==> src/rtl/sha_host_bridge_pkg.sv <==
// Shared definitions for the SHA host bridge: FSM states, beat/index
// width helpers and the legal external bus widths.
package sha_host_bridge_pkg;

    localparam int unsigned BUS_W_8  = 8;
    localparam int unsigned BUS_W_16 = 16;
    localparam int unsigned BUS_W_32 = 32;

    typedef enum logic [1:0] {
        ST_IDLE  = 2'd0,
        ST_WAIT  = 2'd1,
        ST_FETCH = 2'd2,
        ST_DRAIN = 2'd3
    } state_t;

    // Number of bus beats needed to assemble one core word.
    function automatic int unsigned beats(input int unsigned bus_w, input int unsigned word_w);
        return word_w / bus_w;
    endfunction

    // Width of a counter indexing n items; never narrower than one bit.
    function automatic int unsigned idx_w(input int unsigned n);
        return (n <= 1) ? 1 : $clog2(n);
    endfunction

    function automatic bit bus_w_legal(input int unsigned w);
        return (w == BUS_W_8) || (w == BUS_W_16) || (w == BUS_W_32);
    endfunction

endpackage

==> src/rtl/sha_lz_count.sv <==
// Combinational leading-zero counter, MSB-first. An all-zero value
// yields W.
module sha_lz_count #(
    parameter  int unsigned W  = 256,
    localparam int unsigned CW = $clog2(W + 1)
) (
    input  logic [W-1:0]  value,
    output logic [CW-1:0] count
);

    // Scan upward so the highest set bit is the last one to write count.
    always_comb begin
        count = CW'(W);
        for (int unsigned i = 0; i < W; i++) begin
            if (value[i]) count = CW'(W - 1 - i);
        end
    end

endmodule

==> src/rtl/sha_host_bridge.sv <==
// SHA host bridge: starts the hash core, serves its word requests by
// assembling WORD_W words from BUS_W-wide external reads, and drains the
// finished digest to the host one byte at a time, MSB-first.
// Optional build macro TARGET_CMP_EN adds lz_target/hit, a leading-zero
// target comparison registered when the digest is latched.
module sha_host_bridge
    import sha_host_bridge_pkg::*;
#(
    parameter  int unsigned BUS_W        = 16,
    parameter  int unsigned WORD_W       = 32,
    parameter  int unsigned ADDR_W       = 5,
    parameter  int unsigned DIGEST_BYTES = 32,
    localparam int unsigned BEATS        = beats(BUS_W, WORD_W),
    localparam int unsigned LOG_BEATS    = $clog2(BEATS),
    localparam int unsigned BEAT_W       = idx_w(BEATS),
    localparam int unsigned IDX_W        = idx_w(DIGEST_BYTES),
    localparam int unsigned DIG_W        = 8 * DIGEST_BYTES,
    localparam int unsigned BUS_ADDR_W   = ADDR_W + LOG_BEATS
) (
    input  logic                  clk,
    input  logic                  rst_n,
    input  logic                  start,
    input  logic [BUS_W-1:0]      bus_in,
    output logic [BUS_ADDR_W-1:0] bus_addr,
    output logic                  bus_rd,
    output logic                  core_start,
    input  logic                  core_word_rq,
    input  logic [ADDR_W-1:0]     core_word_addr,
    output logic [WORD_W-1:0]     core_word,
    output logic                  core_word_vld,
    input  logic                  core_done,
    input  logic [DIG_W-1:0]      core_digest,
    output logic [7:0]            out_byte,
    output logic [IDX_W-1:0]      out_idx,
    output logic                  out_vld,
    input  logic                  out_ack,
`ifdef TARGET_CMP_EN
    input  logic [7:0]            lz_target,
    output logic                  hit,
`endif
    output logic                  busy,
    output logic                  done
);

    state_t                  state, state_nxt;
    logic [ADDR_W-1:0]       word_addr;
    logic [BEAT_W-1:0]       beat;
    logic [DIG_W-1:0]        digest;
    logic [BUS_ADDR_W-1:0]   addr_cat;
    logic [DIG_W-1:0]        digest_shifted;

    logic go_start, go_fetch, go_digest, do_beat, fetch_end, do_ack, drain_end;

    if (LOG_BEATS == 0) begin : g_single_beat
        assign addr_cat = word_addr;
    end else begin : g_multi_beat
        assign addr_cat = {word_addr, beat};
    end

    // State register.
    always_ff @(posedge clk or negedge rst_n) begin
        if (!rst_n) state <= ST_IDLE;
        else        state <= state_nxt;
    end

    // Next-state decode, datapath strobes and state-derived outputs.
    always_comb begin
        state_nxt = state;
        go_start  = 1'b0;
        go_fetch  = 1'b0;
        go_digest = 1'b0;
        do_beat   = 1'b0;
        fetch_end = 1'b0;
        do_ack    = 1'b0;
        drain_end = 1'b0;
        bus_rd    = 1'b0;
        bus_addr  = '0;
        out_vld   = 1'b0;
        busy      = (state != ST_IDLE);
        case (state)
            ST_IDLE: begin
                if (start) begin
                    go_start  = 1'b1;
                    state_nxt = ST_WAIT;
                end
            end
            ST_WAIT: begin
                // A finished digest takes priority over a pending word request.
                if (core_done) begin
                    go_digest = 1'b1;
                    state_nxt = ST_DRAIN;
                end else if (core_word_rq && !core_word_vld) begin
                    go_fetch  = 1'b1;
                    state_nxt = ST_FETCH;
                end
            end
            ST_FETCH: begin
                do_beat  = 1'b1;
                bus_rd   = 1'b1;
                bus_addr = addr_cat;
                if (beat == BEAT_W'(BEATS - 1)) begin
                    fetch_end = 1'b1;
                    state_nxt = ST_WAIT;
                end
            end
            ST_DRAIN: begin
                out_vld = 1'b1;
                if (out_ack) begin
                    do_ack = 1'b1;
                    if (out_idx == IDX_W'(DIGEST_BYTES - 1)) begin
                        drain_end = 1'b1;
                        state_nxt = ST_IDLE;
                    end
                end
            end
            default: state_nxt = ST_IDLE;
        endcase
    end

    // Datapath: pulses, fetch address/beat, word assembly, digest and byte index.
    always_ff @(posedge clk or negedge rst_n) begin
        if (!rst_n) begin
            core_start    <= 1'b0;
            core_word_vld <= 1'b0;
            core_word     <= '0;
            word_addr     <= '0;
            beat          <= '0;
            digest        <= '0;
            out_idx       <= '0;
            done          <= 1'b0;
        end else begin
            core_start    <= go_start;
            core_word_vld <= fetch_end;
            if (go_start)  done <= 1'b0;
            if (drain_end) done <= 1'b1;
            if (go_fetch) begin
                word_addr <= core_word_addr;
                beat      <= '0;
            end else if (do_beat) begin
                beat <= fetch_end ? '0 : beat + 1'b1;
            end
            if (do_beat) core_word[beat*BUS_W +: BUS_W] <= bus_in;
            if (go_digest) begin
                digest  <= core_digest;
                out_idx <= '0;
            end else if (do_ack) begin
                out_idx <= drain_end ? '0 : out_idx + 1'b1;
            end
        end
    end

    // Byte select: shifting left by 8*out_idx brings the wanted byte to the top.
    always_comb begin
        digest_shifted = digest << {out_idx, 3'b000};
        out_byte       = out_vld ? digest_shifted[DIG_W-1 -: 8] : 8'h00;
    end

`ifdef TARGET_CMP_EN
    localparam int unsigned LZ_W = $clog2(DIG_W + 1);
    logic [LZ_W-1:0] lz;

    sha_lz_count #(.W(DIG_W)) u_lz (
        .value (core_digest),
        .count (lz)
    );

    // Target hit, evaluated on the digest as it is latched; cleared by start.
    always_ff @(posedge clk or negedge rst_n) begin
        if (!rst_n)         hit <= 1'b0;
        else if (go_start)  hit <= 1'b0;
        else if (go_digest) hit <= (32'(lz) >= 32'(lz_target));
    end
`endif

endmodule

==> config.mk <==
export PLATFORM = sky130hd
export DESIGN_NAME = sha_host_bridge
export DESIGN_NICKNAME = d
export VERILOG_FILES = /design/src/rtl/sha_host_bridge_pkg.sv /design/src/rtl/sha_lz_count.sv /design/src/rtl/sha_host_bridge.sv
export SDC_FILE = /design/constraint.sdc
export NUM_CORES = 1
export LEC_CHECK = 0
export ABC_CLOCK_PERIOD_IN_PS = 6530
export CAP_MARGIN = 10
export CORE_AREA = 2 2 173 175
export DETAILED_ROUTE_END_ITERATION = 6
export DIE_AREA = 0 0 175 177
export GPL_TIMING_DRIVEN = 0
export PLACE_DENSITY = 0.81
export SYNTH_ARGS = -nofsm -noshare
export SYNTH_HDL_FRONTEND = slang
export SYNTH_SLANG_ARGS = --single-unit
==> constraint.sdc <==
create_clock -name clk -period 6.53 [get_ports clk]
set_input_delay 1.306 -clock clk [delete_from_list [all_inputs] [get_ports clk]]
set_output_delay 1.306 -clock clk [all_outputs]
set_load 0.01 [all_outputs]
==> results.json, run 1 <==
{
  "status": "complete, no violations",
  "p_total_mw": 8.54,
  "critical_path_class": "flop to primary output",
  "startpoint_type": "flop",
  "hp-class": "flop to flop",
  "seq_area_frac_synth_pct": 56.4,
  "gr-total-overflow": 0,
  "cts.sinks": 304,
  "period_share_pct": 73.3,
  "root_buffer": "clkbuf_16",
  "cts_buffer_depth": 3,
  "p_sw_share_pct": 29.9,
  "power_switching_mw": 2.56,
  "rsz0062_at_grt": "false",
  "hpwl_um": 29400,
  "grt_max_degree": 120,
  "netlist-cell-type-count": 35,
  "hold_buffers": 0,
  "pre_cts_slack_ns": 2.25,
  "fin_hold_ws_ns": 0.496,
  "period_minus_slack_ns": 4.79,
  "p_seq_share_pct": 39.1,
  "grt_pass1_wl_um": 59000,
  "postSynthAreaPerCell_um2": 15.6,
  "hold_viol_final": 0,
  "h-tree-depth": 2,
  "worst_slack_ns": 1.74,
  "cap_violations": 0,
  "portBuffers": 339,
  "worstPathMaxFanout": 10,
  "p_int_mw": 5.98,
  "die_h_um": 177,
  "first_pass_iters": 4,
  "syn_inst": 863,
  "peakVddDrop_uv": 242,
  "grt_antenna_before_repair": 8,
  "layout_commonest_cell": "clkdlybuf4s50_1",
  "cts-resized-gates": 0,
  "end_kind": "primary output",
  "setup_viol": 0,
  "syn_area_um2": 13500,
  "drv_slew": 0,
  "pwr-share-comb_pct": 38.0,
  "p_per_area_nw_per_um2": 459,
  "clock_latency_ns": 0.51,
  "ys_ff_latch": 304,
  "syn_to_final_growth_pct": 37.8,
  "grt_usage_pct": 25.6,
  "grt_pass1_vias": 9873,
  "rows": 63,
  "vias": 9082,
  "mostFrequentLayoutCells": "clkdlybuf4s50_1 (338), dfrtp_1 (304), mux2_2 (295), mux4_2 (64), nand3_1 (40)",
  "first_iter_violations": 511,
  "post-place-cells": 1594,
  "antenna_left": 0,
  "vias_per_cell": 5.47,
  "critPathArrivalTime_ns": 3.48,
  "drcViolationCount": 0,
  "ios": 340,
  "die_area_um2": 31000,
  "skew_ns": 0.0162,
  "core_um2": 29200,
  "syn_nets": 1148,
  "yosysWarningCount": 0,
  "critPathRequiredTime_ns": 5.22,
  "clk_pin_slew_ns": 0.06,
  "routabilityCongestion": 0.827,
  "nets": 1525,
  "drt-total-wl_um": 39500,
  "pwr-share-clk_pct": 22.9,
  "p_leak_nw": 7.57,
  "start_util_pct": 46.2,
  "cts_buffers": 34,
  "max_slew_margin_pct": 42.5,
  "drive_gt1_share_pct": 36.2,
  "wl_per_cell_um": 23.8,
  "die_w_um": 175,
  "tightest_slew_ns": 0.862,
  "fin_tns_setup_ns": 0,
  "fmax_ghz": 0.209,
  "post_cts_buffers": 0,
  "final_cell_count_no_fill": 1661,
  "cts_tree": "built"
}
[worst max-delay path: stages, from the launching register on]
cell and delay [ns]:
dfrtp_1 0.34, buf_2 0.28, buf_1 0.58, clkbuf_1 0.47, mux2_2 0.42, a211o_1 0.37, clkdlybuf4s50_1 0.51
[state kept, by name, indices dropped and copies added, names as in the netlist]
| register | flops |
|---|---|
| digest | 256 |
| core_word | 32 |
| out_idx | 5 |
| beat | 1 |
| core_start | 1 |
| core_word_vld | 1 |
| state | 2 |
| word_addr | 5 |
| done | 1 |
[Yosys cell counts]
library cell	number	area, µm²
dfrtp_1	304	7610
and4b_1	1	10.0
nand2b_1	2	12.5
o21a_1	1	7.51
and3b_1	2	17.5
a22o_1	8	70.1
o31ai_1	1	7.51
and2_1	9	56.3
nand4bb_1	1	11.3
or3b_2	1	8.76
or3_1	6	37.5
clkbuf_1	18	67.6
nand3_1	40	200
o211ai_1	2	15.0
and3_1	3	18.8
or2_2	1	6.26
nor4bb_1	1	10.0
nand2_1	6	22.5
mux2_2	295	3320
nand4b_1	2	17.5
mux4_2	64	1440
nor2b_1	4	25.0
a211o_1	2	17.5
ha_1	2	25.0
buf_4	4	30.0
o21ai_0	14	70.1
nand4_1	8	50.1
a32o_1	2	20.0
buf_6	3	33.8
buf_1	3	11.3
a21oi_1	1	5.00
a21bo_2	1	10.0
inv_1	12	45.0
nor2_1	5	18.8
buf_2	34	170
[power groups by stage]
| stage | combinational, mW | clock [mW] | sequential, mW |
|---|---|---|---|
| 3_3_place_gp | 3.18 | 0 | 3.32 |
| 3_5_place_dp | 3.26 | 0 | 3.36 |
| 5_1_grt | 3.46 | 2.07 | 3.46 |
| 6_report | 3.24 | 1.96 | 3.34 |
| 4_1_cts | 3.28 | 1.99 | 3.34 |
| 2_1_floorplan | 2.10 | 0 | 3.24 |
[final cells by class]
class	count	area, µm²
fill	2186	10600
clock inverter	9	124
antenna	7	17.5
sequential	304	7610
clock buffer	51	1020
tap	390	488
multi-input combinational	485	5530
inverter	12	45.0
buffer	62	313
timing repair buffer	341	3450
[cells by family (layout without fill, tap and decap cells)]
logic type / after synthesis / count (layout) / share of synthesized area [%]
buffers and inverters: 74 / 475 / 2.65
other: 0 / 7 / 0
and+or+nand+nor: 92 / 92 / 3.87
muxes: 359 / 359 / 35.3
AOI/OAI and AO/OA: 32 / 32 / 1.65
adders and majority gates: 2 / 2 / 0.185
DFF: 304 / 304 / 56.4
[routing by layer]
layer	global-route usage (%)	vias to the layer above	share of wire (%)
met5	0	-	0.066
met4	9.38	4	3.3
met3	5.50	72	6.1
met2	41.7	311	49
met1	33.9	4717	42
li1	-	3978	-
[worst paths after layout]
path	start	to	slack [ns]	cells after the start
worst max-delay path	out_idx[3]$_DFFE_PN0P_	out_byte[1]	1.74	6
worst min-delay path	word_addr[3]$_DFFE_PN0P_	word_addr[3]$_DFFE_PN0P_	0.50	1
worst max register to register	out_idx[3]$_DFFE_PN0P_	out_idx[2]$_DFFE_PN0P_	3.70	8
worst min register to register	word_addr[3]$_DFFE_PN0P_	word_addr[3]$_DFFE_PN0P_	0.50	1
max in group asynchronous	rst_n	digest[120]$_DFFE_PN0P_	4.75	2
min in group asynchronous	rst_n	digest[153]$_DFFE_PN0P_	0.77	1
[stage by stage]
step	utilization, %	instance area (µm²)
global placement	59.4	17400
floorplan	-	13500
CTS	63.5	18600
detailed placement	59.6	17400
finish	63.6	18600
global route	63.6	18600
Power figures use the tool's default switching activity.
==> inputs of run 2 (changes only) <==
--- a/config.mk
+++ b/config.mk
@@ -5,11 +5,11 @@
 export SDC_FILE = /design/constraint.sdc
 export NUM_CORES = 1
 export LEC_CHECK = 0
-export ABC_CLOCK_PERIOD_IN_PS = 6530
+export ABC_CLOCK_PERIOD_IN_PS = 4300
 export CAP_MARGIN = 10
-export CORE_AREA = 2 2 173 175
+export CORE_AREA = 2 2 177 179
 export DETAILED_ROUTE_END_ITERATION = 6
-export DIE_AREA = 0 0 175 177
+export DIE_AREA = 0 0 179 181
 export GPL_TIMING_DRIVEN = 0
 export PLACE_DENSITY = 0.81
 export SYNTH_ARGS = -nofsm -noshare
==> constraint.sdc (replaced) <==
create_clock -name clk -period 4.3 [get_ports clk]
set_input_delay 0.86 -clock clk [delete_from_list [all_inputs] [get_ports clk]]
set_output_delay 0.86 -clock clk [all_outputs]
set_load 0.01 [all_outputs]
==> run 2 against run 1 <==
Flip-flop and latch count stayed put. Sequential power increased by 52%. Wire length rose by 0.96%. Worst setup slack worse by 1.6 ns. Sequential share of layout area shrank 0.39 points. Non-clock buffer count shrank 1. Final cell count grew 0.36%. Register-to-register slack got worse by 2.0 ns. First-iteration DRC count fell by 4.3%.
==> results.json, run 2 (synthesized netlist as in run 1, its figures left out) <==
{
  "syn_to_final_growth_pct": 39.1,
  "fillerInstances": 2297,
  "wl_met3_um": 3090,
  "core_um2": 30300,
  "drv_slew": 0,
  "cp_common_cell": "buf_6",
  "die_area_um2": 32400,
  "h-tree-depth": 2,
  "layout_commonest_cell": "clkdlybuf4s50_1",
  "clock_latency_ns": 0.50,
  "wl_met1_um": 15900,
  "reg_top3": "digest x256, core_word x32",
  "skew_ns": 0.0101,
  "vias_per_cell": 5.49,
  "crit_family": "buffers and inverters",
  "first_iter_violations": 489,
  "cts_tree": "built",
  "crit_slowest_cell": "mux4_2",
  "startpoint_type": "flop",
  "cts_buffers": 35,
  "first_pass_iters": 4,
  "end_kind": "primary output",
  "worstPathCellList": "clkbuf_1, buf_6, buf_6, mux4_2, inv_1, o21ai_0, or3_1, clkdlybuf4s50_1",
  "hold_buffers": 0,
  "grt_max_degree": 107,
  "max_slew_margin_pct": 41.7,
  "cts.sinks": 304,
  "final_cell_count_no_fill": 1667,
  "cp_num_buf_inv": 5,
  "post-place-cells": 1600,
  "top_register": "digest",
  "critPathArrivalTime_ns": 3.29,
  "vias": 9145,
  "grt_pass1_vias": 9871,
  "r2r_setup_slack_ns": 1.70,
  "antenna_left": 0,
  "hpwl_um": 29600,
  "drcViolationCount": 0,
  "pre_cts_slack_ns": 0.549,
  "rsz0062_at_grt": "true",
  "die_h_um": 181,
  "top_layer": "met5",
  "drive_gt1_share_pct": 36.6,
  "period_share_pct": 96.6,
  "root_buffer": "clkbuf_16",
  "mostFrequentLayoutCells": "clkdlybuf4s50_1 (338), dfrtp_1 (304), mux2_2 (295), mux4_2 (64), nand3_1 (40)",
  "cap_violations": 0,
  "p_per_area_nw_per_um2": 714,
  "hold_viol_final": 0,
  "routabilityCongestion": 0.907,
  "clk_pin_slew_ns": 0.06,
  "rows": 64,
  "grt_antenna_before_repair": 5,
  "critPathRequiredTime_ns": 3.44,
  "fmax_ghz": 0.241,
  "largest_reg_flops": 256,
  "worstPathMaxFanout": 10,
  "wl_per_cell_um": 23.9,
  "drt-total-wl_um": 39800,
  "nets": 1525,
  "die_w_um": 179,
  "grt_pass1_wl_um": 59500,
  "slowest_delay_ns": 0.53,
  "p_total_mw": 13.4,
  "ios": 340,
  "wl_met2_um": 19400,
  "p_leak_nw": 7.64,
  "tightest_slew_ns": 0.874,
  "start_util_pct": 44.5,
  "period_minus_slack_ns": 4.15,
  "gr-total-overflow": 0,
  "portBuffers": 339,
  "status": "complete, no violations",
  "fin_tns_setup_ns": 0,
  "critical_path_class": "flop to primary output",
  "grt_usage_pct": 24.9,
  "worst_slack_ns": 0.148,
  "peakVddDrop_uv": 364,
  "hp-class": "primary input to async pin",
  "setup_viol": 0,
  "cts_buffer_depth": 3
}
run 2: changes by cell type in the layout (fill, tap and decap cells not counted), sizes merged:
cell    previous run  this run
inv               13        12
bufinv             3         8
buf               47        44
diode              7         5
clkinv             5         6
run 2: area by class of cell:
cell class / instances / area (µm²) / share of cell area (%)
antenna: 5 / 12.5 / 0.0666
clock buffer: 49 / 1030 / 5.49
multi-input combinational: 485 / 5530 / 29.5
sequential: 304 / 7610 / 40.5
clock inverter: 14 / 274 / 1.46
buffer: 61 / 324 / 1.73
inverter: 12 / 45.0 / 0.240
tap: 396 / 495 / 2.64
timing repair buffer: 341 / 3450 / 18.4
run 2: layer usage:
layer	track usage, %	vias to the layer above
met1	31.9	4753
met4	9.20	2
met3	6.63	87
met5	0	-
li1	-	3972
met2	40.4	331
run 2: report_power, final:
part	internal [mW]	switching [mW]	total [mW]
Sequential	4.32	0.772	5.09
Clock	2.15	1.19	3.35
Combinational	2.96	2.00	4.97
Total	9.44	3.97	13.4
run 2: repair_timing:
| item | in CTS | in global routing |
|---|---|---|
| endpoints found under the hold margin | 0 | 0 |
| resized for setup | 1 | 4 |
| pin swaps | 0 | 0 |
| gates cloned | 0 | 0 |
| buffers inserted | 0 | 0 |
| setup endpoints to repair | 1 | 4 |
run 2: worst paths after layout:
| path | start | endpoint | depth (start not counted) |
|---|---|---|---|
| hold / removal | rst_n | digest[148]$_DFFE_PN0P_ | 1 |
| min in group clk | word_addr[2]$_DFFE_PN0P_ | word_addr[2]$_DFFE_PN0P_ | 1 |
| setup / recovery | out_idx[0]$_DFFE_PN0P_ | out_byte[6] | 8 |
| setup reg to reg | out_idx[2]$_DFFE_PN0P_ | out_idx[2]$_DFFE_PN0P_ | 8 |
| hold reg to reg | word_addr[2]$_DFFE_PN0P_ | word_addr[2]$_DFFE_PN0P_ | 1 |
| max in group asynchronous | rst_n | digest[92]$_DFFE_PN0P_ | 3 |
run 2: stage by stage:
step           instance area, µm²  hold slack (ns)  utilization, %
2_1_floorplan               13500            0.471               -
3_3_place_gp                17400            0.480            57.3
3_5_place_dp                17400            0.487            57.5
4_1_cts                     18800            0.406            61.8
5_1_grt                     18800            0.430            61.9
6_report                    18800            0.341            61.9
==> inputs of run 3 (changes only) <==
--- a/config.mk
+++ b/config.mk
@@ -5,13 +5,14 @@
 export SDC_FILE = /design/constraint.sdc
 export NUM_CORES = 1
 export LEC_CHECK = 0
-export ABC_CLOCK_PERIOD_IN_PS = 4300
+export ABC_CLOCK_PERIOD_IN_PS = 4200
 export CAP_MARGIN = 10
-export CORE_AREA = 2 2 177 179
+export CORE_AREA = 2 2 173 175
 export DETAILED_ROUTE_END_ITERATION = 6
-export DIE_AREA = 0 0 179 181
+export DIE_AREA = 0 0 175 177
+export DONT_BUFFER_PORTS = 1
 export GPL_TIMING_DRIVEN = 0
-export PLACE_DENSITY = 0.81
+export PLACE_DENSITY = 0.66
 export SYNTH_ARGS = -nofsm -noshare
 export SYNTH_HDL_FRONTEND = slang
 export SYNTH_SLANG_ARGS = --single-unit
==> constraint.sdc (replaced) <==
create_clock -name clk -period 4.2 [get_ports clk]
set_input_delay 0.84 -clock clk [delete_from_list [all_inputs] [get_ports clk]]
set_output_delay 0.84 -clock clk [all_outputs]
set_load 0.01 [all_outputs]
==> run 3 against run 2 <==
Via count decreased by 16%. Non-clock buffer count is 340 lower. Worst setup slack better by 0.056 ns. Sequential power rose by 4.3%. First-iteration DRC count decreased by 15%. Combinational power shrank 17%. Wire length down 8.4%. Worst hold slack got worse by 0.30 ns. Final cell count shrank 21%. Register-to-register slack worse by 0.43 ns. Clock skew grew 0.015 ns. Total power is 7.8% lower. Critical path type unchanged. Largest cell class unchanged.
==> results.json, run 3 (synthesized netlist as in run 1, its figures left out) <==
{
  "status": "complete, no violations",
  "seq_area_um2": 7610,
  "fin_tns_setup_ns": 0,
  "hold_buffers": 0,
  "drive_gt1_share_pct": 48.9,
  "first_iter_violations": 416,
  "peakVddDrop_uv": 446,
  "clock_latency_ns": 0.51,
  "period_minus_slack_ns": 4.00,
  "drv_slew": 0,
  "first_pass_iters": 4,
  "cts_buffers": 34,
  "portBuffers": 0,
  "wl_per_cell_um": 27.6,
  "final_cell_count_no_fill": 1322,
  "start_util_pct": 46.2,
  "critPathRequiredTime_ns": 3.36,
  "skew_ns": 0.0256,
  "endpoint": "out_byte[1]",
  "cts_buffer_depth": 3,
  "die_area_um2": 31000,
  "die_h_um": 177,
  "syn_to_final_growth_pct": 12.0,
  "rsz0062_at_grt": "false",
  "grt_pass1_vias": 8214,
  "cts-resized-gates": 0,
  "period_share_pct": 95.1,
  "tightest_slew_ns": 0.977,
  "reg_top3": "digest x256, core_word x32",
  "p_sw_share_pct": 30.4,
  "worstPathMaxFanout": 10,
  "antenna_left": 0,
  "nets": 1184,
  "p_per_area_nw_per_um2": 818,
  "routabilityCongestion": 0.840,
  "post-place-cells": 1253,
  "mostFrequentLayoutCells": "dfrtp_1 (304), mux2_2 (295), mux4_2 (64), nand3_1 (40), clkbuf_16 (35)",
  "drcViolationCount": 0,
  "startpoint": "out_idx[3]$_DFFE_PN0P_",
  "hp-class": "primary input to async pin",
  "grt_usage_pct": 23.4,
  "die_w_um": 175,
  "cap_violations": 0,
  "end_kind": "primary output",
  "pwr-share-comb_pct": 33.3,
  "p_leak_nw": 6.20,
  "multi_input_area_um2": 5530,
  "p_seq_share_pct": 43.0,
  "startpoint_type": "flop",
  "cts_tree": "built",
  "grt_pass1_wl_um": 53000,
  "critPathArrivalTime_ns": 3.16,
  "clk_pin_slew_ns": 0.06,
  "vias": 7723,
  "gr-total-overflow": 0,
  "core_um2": 29200,
  "drt-total-wl_um": 36500,
  "hpwl_um": 27000,
  "max_slew_margin_pct": 34.9,
  "post_cts_buffers": 0,
  "pwr-share-clk_pct": 23.8,
  "grt_max_degree": 305,
  "post-route-util_pct": 51.7,
  "worst-r2r-cell-count": 9,
  "critical_path_class": "flop to primary output",
  "worstReg2RegEnd": "out_idx[3]$_DFFE_PN0P_",
  "top_register": "digest",
  "r2r_start": "out_idx[3]$_DFFE_PN0P_",
  "worst_slack_ns": 0.204,
  "layout_commonest_cell": "dfrtp_1",
  "r2r_setup_slack_ns": 1.27,
  "setup_viol": 0,
  "vias_per_cell": 5.84,
  "power_switching_mw": 3.76,
  "fmax_ghz": 0.250,
  "cts.sinks": 304,
  "fillerInstances": 2428,
  "h-tree-depth": 2,
  "rows": 63,
  "ios": 340,
  "pre_cts_slack_ns": 0.732,
  "root_buffer": "clkbuf_16",
  "largest_reg_flops": 256,
  "p_int_mw": 8.60,
  "hold_viol_final": 0,
  "grt_antenna_before_repair": 16
}
## run 3: final cells by class
type	count	area share, %
Sequential cell	304	50.3
Multi-Input combinational cell	485	36.6
Clock buffer	54	6.73
Tap cell	390	3.23
Buffer	62	2.07
Clock inverter	7	0.588
Inverter	12	0.298
Antenna cell	8	0.132
## run 3: per-layer routing
metal / track usage (%) / wire [µm] / share of wire (%)
met5: 0 / 113 / 0.31
met4: 7.67 / 1050 / 2.9
met3: 7.28 / 2840 / 7.8
met1: 30.5 / 14900 / 41
met2: 37.5 / 17600 / 48
## run 3: power groups by stage
stage | clock network (mW) | registers, mW | logic [mW]
finish | 2.94 | 5.31 | 4.11
global route | 3.12 | 5.49 | 4.41
CTS | 3.00 | 5.31 | 4.18
detailed placement | 0 | 5.35 | 4.17
global placement | 0 | 5.28 | 4.06
floorplan | 0 | 5.04 | 3.27
## run 3: metrics by stage
stage	power (mW)	area, µm²	hold slack, ns
after global routing	13.0	15100	0.0149
final	12.4	15100	0.0395
after global placement	9.35	14000	0.480
after detailed placement	9.52	14000	0.486
after CTS	12.5	15100	0.0156
after floorplan	8.31	13500	0.471
## run 3: worst min path at each step
stage / from / to / slack, ns / depth (start not counted)
4_1_cts: rst_n / digest[237]$_DFFE_PN0P_ / 0.02 / 0
3_5_place_dp: word_addr[2]$_DFFE_PN0P_ / word_addr[2]$_DFFE_PN0P_ / 0.49 / 1
2_1_floorplan: word_addr[0]$_DFFE_PN0P_ / word_addr[0]$_DFFE_PN0P_ / 0.47 / 1
3_3_place_gp: word_addr[2]$_DFFE_PN0P_ / word_addr[2]$_DFFE_PN0P_ / 0.48 / 1
5_1_grt: rst_n / digest[148]$_DFFE_PN0P_ / 0.01 / 0
6_report: rst_n / digest[156]$_DFFE_PN0P_ / 0.04 / 0
## run 3: critical path, cell delays in order, from the launching register on
cell and delay (ns):
dfrtp_1 0.44, buf_2 0.32, buf_1 0.58, clkbuf_1 0.47, mux2_2 0.43, a211o_1 0.40
==> patch 1: new RTL, settings of run 2 <==
The 4 states of `state_t` get a one-hot encoding in 4 bits.
--- a/src/rtl/sha_host_bridge_pkg.sv
+++ b/src/rtl/sha_host_bridge_pkg.sv
@@ -8,7 +8,7 @@
 
-    typedef enum logic [1:0] {
-        ST_IDLE  = 2'd0,
-        ST_WAIT  = 2'd1,
-        ST_FETCH = 2'd2,
-        ST_DRAIN = 2'd3
+    typedef enum logic [3:0] {
+        ST_IDLE  = 4'b0001,
+        ST_WAIT  = 4'b0010,
+        ST_FETCH = 4'b0100,
+        ST_DRAIN = 4'b1000
     } state_t;
Formal check against the unedited RTL: no difference found for any inputs over 4 cycles, from zero or initial values and one cycle with rst_n low; so few cycles prove little.
==> patch 1 against run 2 <==
Maximum frequency is 0.49% lower. Worst setup slack worse by 21 ps. Combinational power is 15% lower. Synthesized area increased by 0.77%. Synthesized cell count decreased by 1.9%. Largest cell class unchanged. Cell area decreased by 0.29%. Wire length down 0.70%. Cell count shrank 1.1%. Sequential cell count grew 2. Total power decreased by 9.4%.
==> patch 1: results (changes against run 2) <==
status=finished, final reports clean (unchanged); CTS max path bufs=3 (unchanged); clock root cell=clkbuf_16 (unchanged); ratio of cells with drive above 1 in the final layout=38.32% (was 36.57%); wire length of the first global-routing pass=59,490 um (unchanged); Crit path max-delay family=buffers and inverters (unchanged); clock buffer count from CTS=35 (unchanged); initial drt markers=436 (was 489); TritonRoute pass-1 iters=5 (was 4); post-layout net count=1,510 (was 1,525); GR Overflow Total=0 (unchanged); Worst Path Arrival=3310 ps (was 3290 ps); Post CTS Setup Buffer Count=0 (unchanged); Post-CTS Hold Buffers=0 (unchanged); part of the power in combinational logic=34.5% (was 37.1%); Slowest Stage Delay on Critical Path=550 ps (was 530 ps); DP HPWL=28,950 um (was 29,620 um); worst-skew pair later-pin latency=500 ps (about the same); CTS clock-pin slew for the worst setup and hold paths=60 ps (about the same); initial antenna violation count=5 (unchanged); GPL Wtd Cong=0.7839 (was 0.9072); Fin Hold WS=441.5 ps (was 340.9 ps); Critical Path End=out_byte[7] (was out_byte[6]); H-tree depth=2 (unchanged); dpl cell area=17,550 um2 (was 17,450 um2); sequential fraction of the synthesis area=56.30% (was 56.35%); Max-slew headroom=40.27% (was 41.71%); Synth Instances=847 (was 863); via count=8,982 (was 9,145); Netlist cell types=41 (was 35); Comb power=4.20 mW (was 4.97 mW); CP startpoint=out_idx[1]$_DFFE_PN0P_ (was out_idx[0]$_DFFE_PN0P_); IO Port Bufs=339 (unchanged); post-synth net total=1,132 (was 1,148); largest net degree at the start of global routing=114 (was 107); switching share of total power=28.71% (was 29.59%); P_leak=7.675 nW (was 7.644 nW); Vias/cell=5.447 (was 5.486); synth warn=0 (unchanged); r2r setup slk=1460 ps (was 1700 ps); worst reg2reg path depth=8 (unchanged); crit path max fanout=10 (unchanged); vias in the first global route=10,120 (was 9,871); top post-synthesis cells by count=dfrtp_1, mux2_2, mux4_2, buf_2, mux2i_1 (was dfrtp_1, mux2_2, mux4_2, nand3_1, buf_2); Post-Place Cells=1,584 (was 1,600); pre-CTS setup slack=359.9 ps (was 549.3 ps); fraction of registers with async set/reset=100.0% (unchanged); drt total wl=39,570 um (was 39,850 um); R2R Path Start=out_idx[2]$_DFFE_PN0P_ (unchanged); clk_skew=13.52 ps (was 10.14 ps); worst r2r dst=state[1]$_DFFE_PN0P_ (was out_idx[2]$_DFFE_PN0P_); worst vdd ir=0.0004231 V (was 0.0003643 V); worst setup margin=127.4 ps (was 148.0 ps); slowest CP cell=mux4_2 (unchanged); Min-Delay Path Class=in -> async (unchanged); top flop regs=digest: 256 flops, core_word: 32 flops (unchanged); GRT Total Usage=24.58% (was 24.88%); Flop pwr share=41.4% (was 38.0%); top post-synthesis cells by area=dfrtp_1, mux2_2, mux4_2 (unchanged)
patch 1: changes by cell type in the layout (fill, tap and decap cells not counted), moves of 6 or more:
| cell | delta |
|---|---|
| nand4_1 | -8 |
| inv_1 | -9 |
| nand3_1 | -37 |
| clkbuf_1 | -12 |
| o21ai_0 | -10 |
| mux2i_1 | +21 |
| a21oi_1 | +11 |
| a22oi_1 | +8 |
| a22o_1 | -8 |
| bufinv_16 | -6 |
patch 1: cell type report:
| class | count | area, um2 |
|---|---|---|
| fillers | 2258 | 11630 |
| flip-flops and latches | 306 | 7660 |
| multi-input cells | 479 | 5618 |
| repair buffers | 341 | 3453 |
| clock buffers | 47 | 993.5 |
| well taps | 396 | 495.5 |
| plain buffers | 58 | 341.6 |
| clock inverters | 15 | 133.9 |
| inverters | 4 | 20.02 |
| diodes | 3 | 7.507 |
patch 1: what timing repair did:
| item | in CTS | in global routing |
|---|---|---|
| gates resized for setup | 8 | 6 |
| endpoints found under the setup margin | 8 | 6 |
| hold endpoints to repair | 0 | 0 |
patch 1: cells by family (layout without fill, tap and decap cells):
group                    count (synthesis)  in the layout  synth area share, %
XOR/XNOR                                 1              1              0.06440
adder cells (fa/ha/maj)                  2              2               0.1839
buffers and inverters                   62            465                2.401
multiplexers                           381            381                36.64
flip-flops                             306            306                56.30
other                                    0              3                    0
AO/OA/AOI/OAI                           38             38                1.821
AND/OR/NAND/NOR                         57             57                2.585
patch 1: metal layers:
| layer | share of wire, % | GRT usage [%] | vias to the layer above |
|---|---|---|---|
| met1 | 41 | 31.23 | 4693 |
| met3 | 7.2 | 6.355 | 64 |
| met4 | 2.6 | 7.545 | 2 |
| li1 | - | - | 3911 |
| met2 | 49 | 41.20 | 312 |
| met5 | 0.023 | 0 | - |
==> patch 2: new RTL, flow settings as in run 2 <==
Made on the original files. Build with the macro `TARGET_CMP_EN` defined.
--- a/src/rtl/sha_host_bridge.sv
+++ b/src/rtl/sha_host_bridge.sv
@@ -5,2 +5,4 @@
 // target comparison registered when the digest is latched.
+`define TARGET_CMP_EN
+
 module sha_host_bridge
Ports: changed (added hit and lz_target); port bits go from 340 to 349. No check against the original RTL was run, so the function may have changed too.
==> patch 2 against run 2 <==
The flow now finishes with violations (setup timing). Cell area rose by 21%. Total power rose by 5.1%. Critical path depth rose by 6. Clock power fell by 4%. Synthesized area rose by 27%. Sequential cell count rose by 1. Largest cell class is now multi-input combinational cells. Clock skew fell by 1.7 ps. Wire length rose by 54%. Worst setup slack got worse by 170 ps.
==> patch 2: results (changes against run 2) <==
post-layout net count=2,240 (was 1,525); r2r setup slk=1060 ps (was 1700 ps); WL met3=6603 um (was 3093 um); ratio of cells with drive above 1 in the final layout=23.17% (was 36.57%); initial drt markers=1,654 (was 489); Worst Path Arrival=4710 ps (was 3290 ps); sequential fraction of the synthesis area=44.68% (was 56.35%); largest net degree at the start of global routing=127 (was 107); met1 Usage GRT=49.90% (was 31.93%); TritonRoute pass-1 iters=7 (was 4); failing checks=setup timing; post-cts sizing count=44 (was 1); clk_skew=8.399 ps (was 10.14 ps); Critical Path End=hit$_DFFE_PN0P_ (was out_byte[6]); top flop regs=digest: 256 flops, core_word: 32 flops (unchanged); top post-synthesis cells by count=dfrtp_1, mux2_2, nor2_1, nor4_1, nand2_1 (was dfrtp_1, mux2_2, mux4_2, nand3_1, buf_2); Vias/cell=6.540 (was 5.486); Netlist cell types=61 (was 35); drt total wl=61,300 um (was 39,850 um); GRT Total Usage=37.24% (was 24.88%); worst reg2reg path depth=7 (was 8); dpl cell area=21,120 um2 (was 17,450 um2); Seq. pwr=5.19 mW (was 5.09 mW); Crit path max-delay family=compound AO/OA/AOI/OAI gates (was buffers and inverters); vias in the first global route=15,420 (was 9,871); crit path max fanout=5 (was 10); routed length on met1=23,970 um (was 15,890 um); Yosys top cell area share=44.68% (was 56.35%); Final Setup Violations=2 (was 0); wire length of the first global-routing pass=91,620 um (was 59,490 um); post-synth net total=1,853 (was 1,148); GPL Wtd Cong=0.9978 (was 0.9072); slowest CP cell=a211oi_1 (was mux4_2); M3 GR Usage=9.364% (was 6.629%); worst vdd ir=0.0005748 V (was 0.0003643 V); IO Port Bufs=348 (was 339); filler cell count=2,052 (was 2,297); switching share of total power=33.46% (was 29.59%); worst setup margin=-20.97 ps (was 148.0 ps); Max-slew headroom=38.32% (was 41.71%); Clock net power=3.20 mW (was 3.35 mW); R2R Path Start=state[0]$_DFFE_PN0P_ (was out_idx[2]$_DFFE_PN0P_); Fin Hold WS=280.6 ps (was 340.9 ps); Slowest Stage Delay on Critical Path=660 ps (was 530 ps); GRT met2 Usage=58.85% (was 40.45%); top post-synthesis cells by area=dfrtp_1, mux2_2, mux4_2 (unchanged); WL met2=28,230 um (was 19,360 um); DP HPWL=47,770 um (was 29,620 um); worst-skew pair later-pin latency=510 ps; status=finished, violations left (was finished, final reports clean); CP startpoint=core_digest[220] (was out_idx[0]$_DFFE_PN0P_); initial antenna violation count=4 (was 5); P_leak=8.698 nW (was 7.644 nW); synthesized area=17,080 um2 (was 13,500 um2); worst r2r dst=digest[250]$_DFFE_PN0P_ (was out_idx[2]$_DFFE_PN0P_)
==> patch 2: changes by cell type after synthesis, moves of 46 or more <==
| cell | before | now |
|---|---|---|
| a21oi_1 | 1 | 68 |
| inv_1 | 12 | 61 |
| mux2i_1 | 0 | 64 |
| nand2_1 | 6 | 70 |
| nor2_1 | 5 | 114 |
| nor3_1 | 0 | 46 |
| nor4_1 | 0 | 87 |
==> patch 2: cells by family (layout without fill, tap and decap cells) <==
kind of cell / after synthesis / after routing / share of synthesized area, %
AND/OR/NAND/NOR: 435 / 435 / 13.14
multiplexers: 389 / 389 / 27.28
flip-flops: 305 / 305 / 44.68
AO/OA/AOI/OAI: 290 / 290 / 11.43
buffers and inverters: 123 / 535 / 2.746
adder cells (fa/ha/maj): 10 / 10 / 0.7324
other: 0 / 3 / 0
==> patch 2: layout make-up <==
| type | count | area, um2 | area share (%) |
|---|---|---|---|
| multi-input cells | 1124 | 9216 | 40.69 |
| flip-flops and latches | 305 | 7632 | 33.70 |
| repair buffers | 350 | 3543 | 15.64 |
| clock buffers | 50 | 1055 | 4.657 |
| well taps | 396 | 495.5 | 2.188 |
| plain buffers | 62 | 285.3 | 1.260 |
| inverters | 61 | 229.0 | 1.011 |
| clock inverters | 12 | 185.2 | 0.8176 |
| diodes | 3 | 7.507 | 0.03315 |
==> patch 2: per-stage QoR <==
stage,cells,worst slack (ps),total power [mW],utilization (%),TNS (ps)
floorplan,1552,520.4,8.349,-,0
global placement,2296,-10480,10.46,69.40,-3187400
detailed placement,2298,-1004,10.69,69.60,-1873
CTS,2360,-24.08,13.98,74.11,-47.52
global route,2363,-93.47,14.67,74.63,-99.27
finish,2363,-20.97,14.09,74.63,-38.16
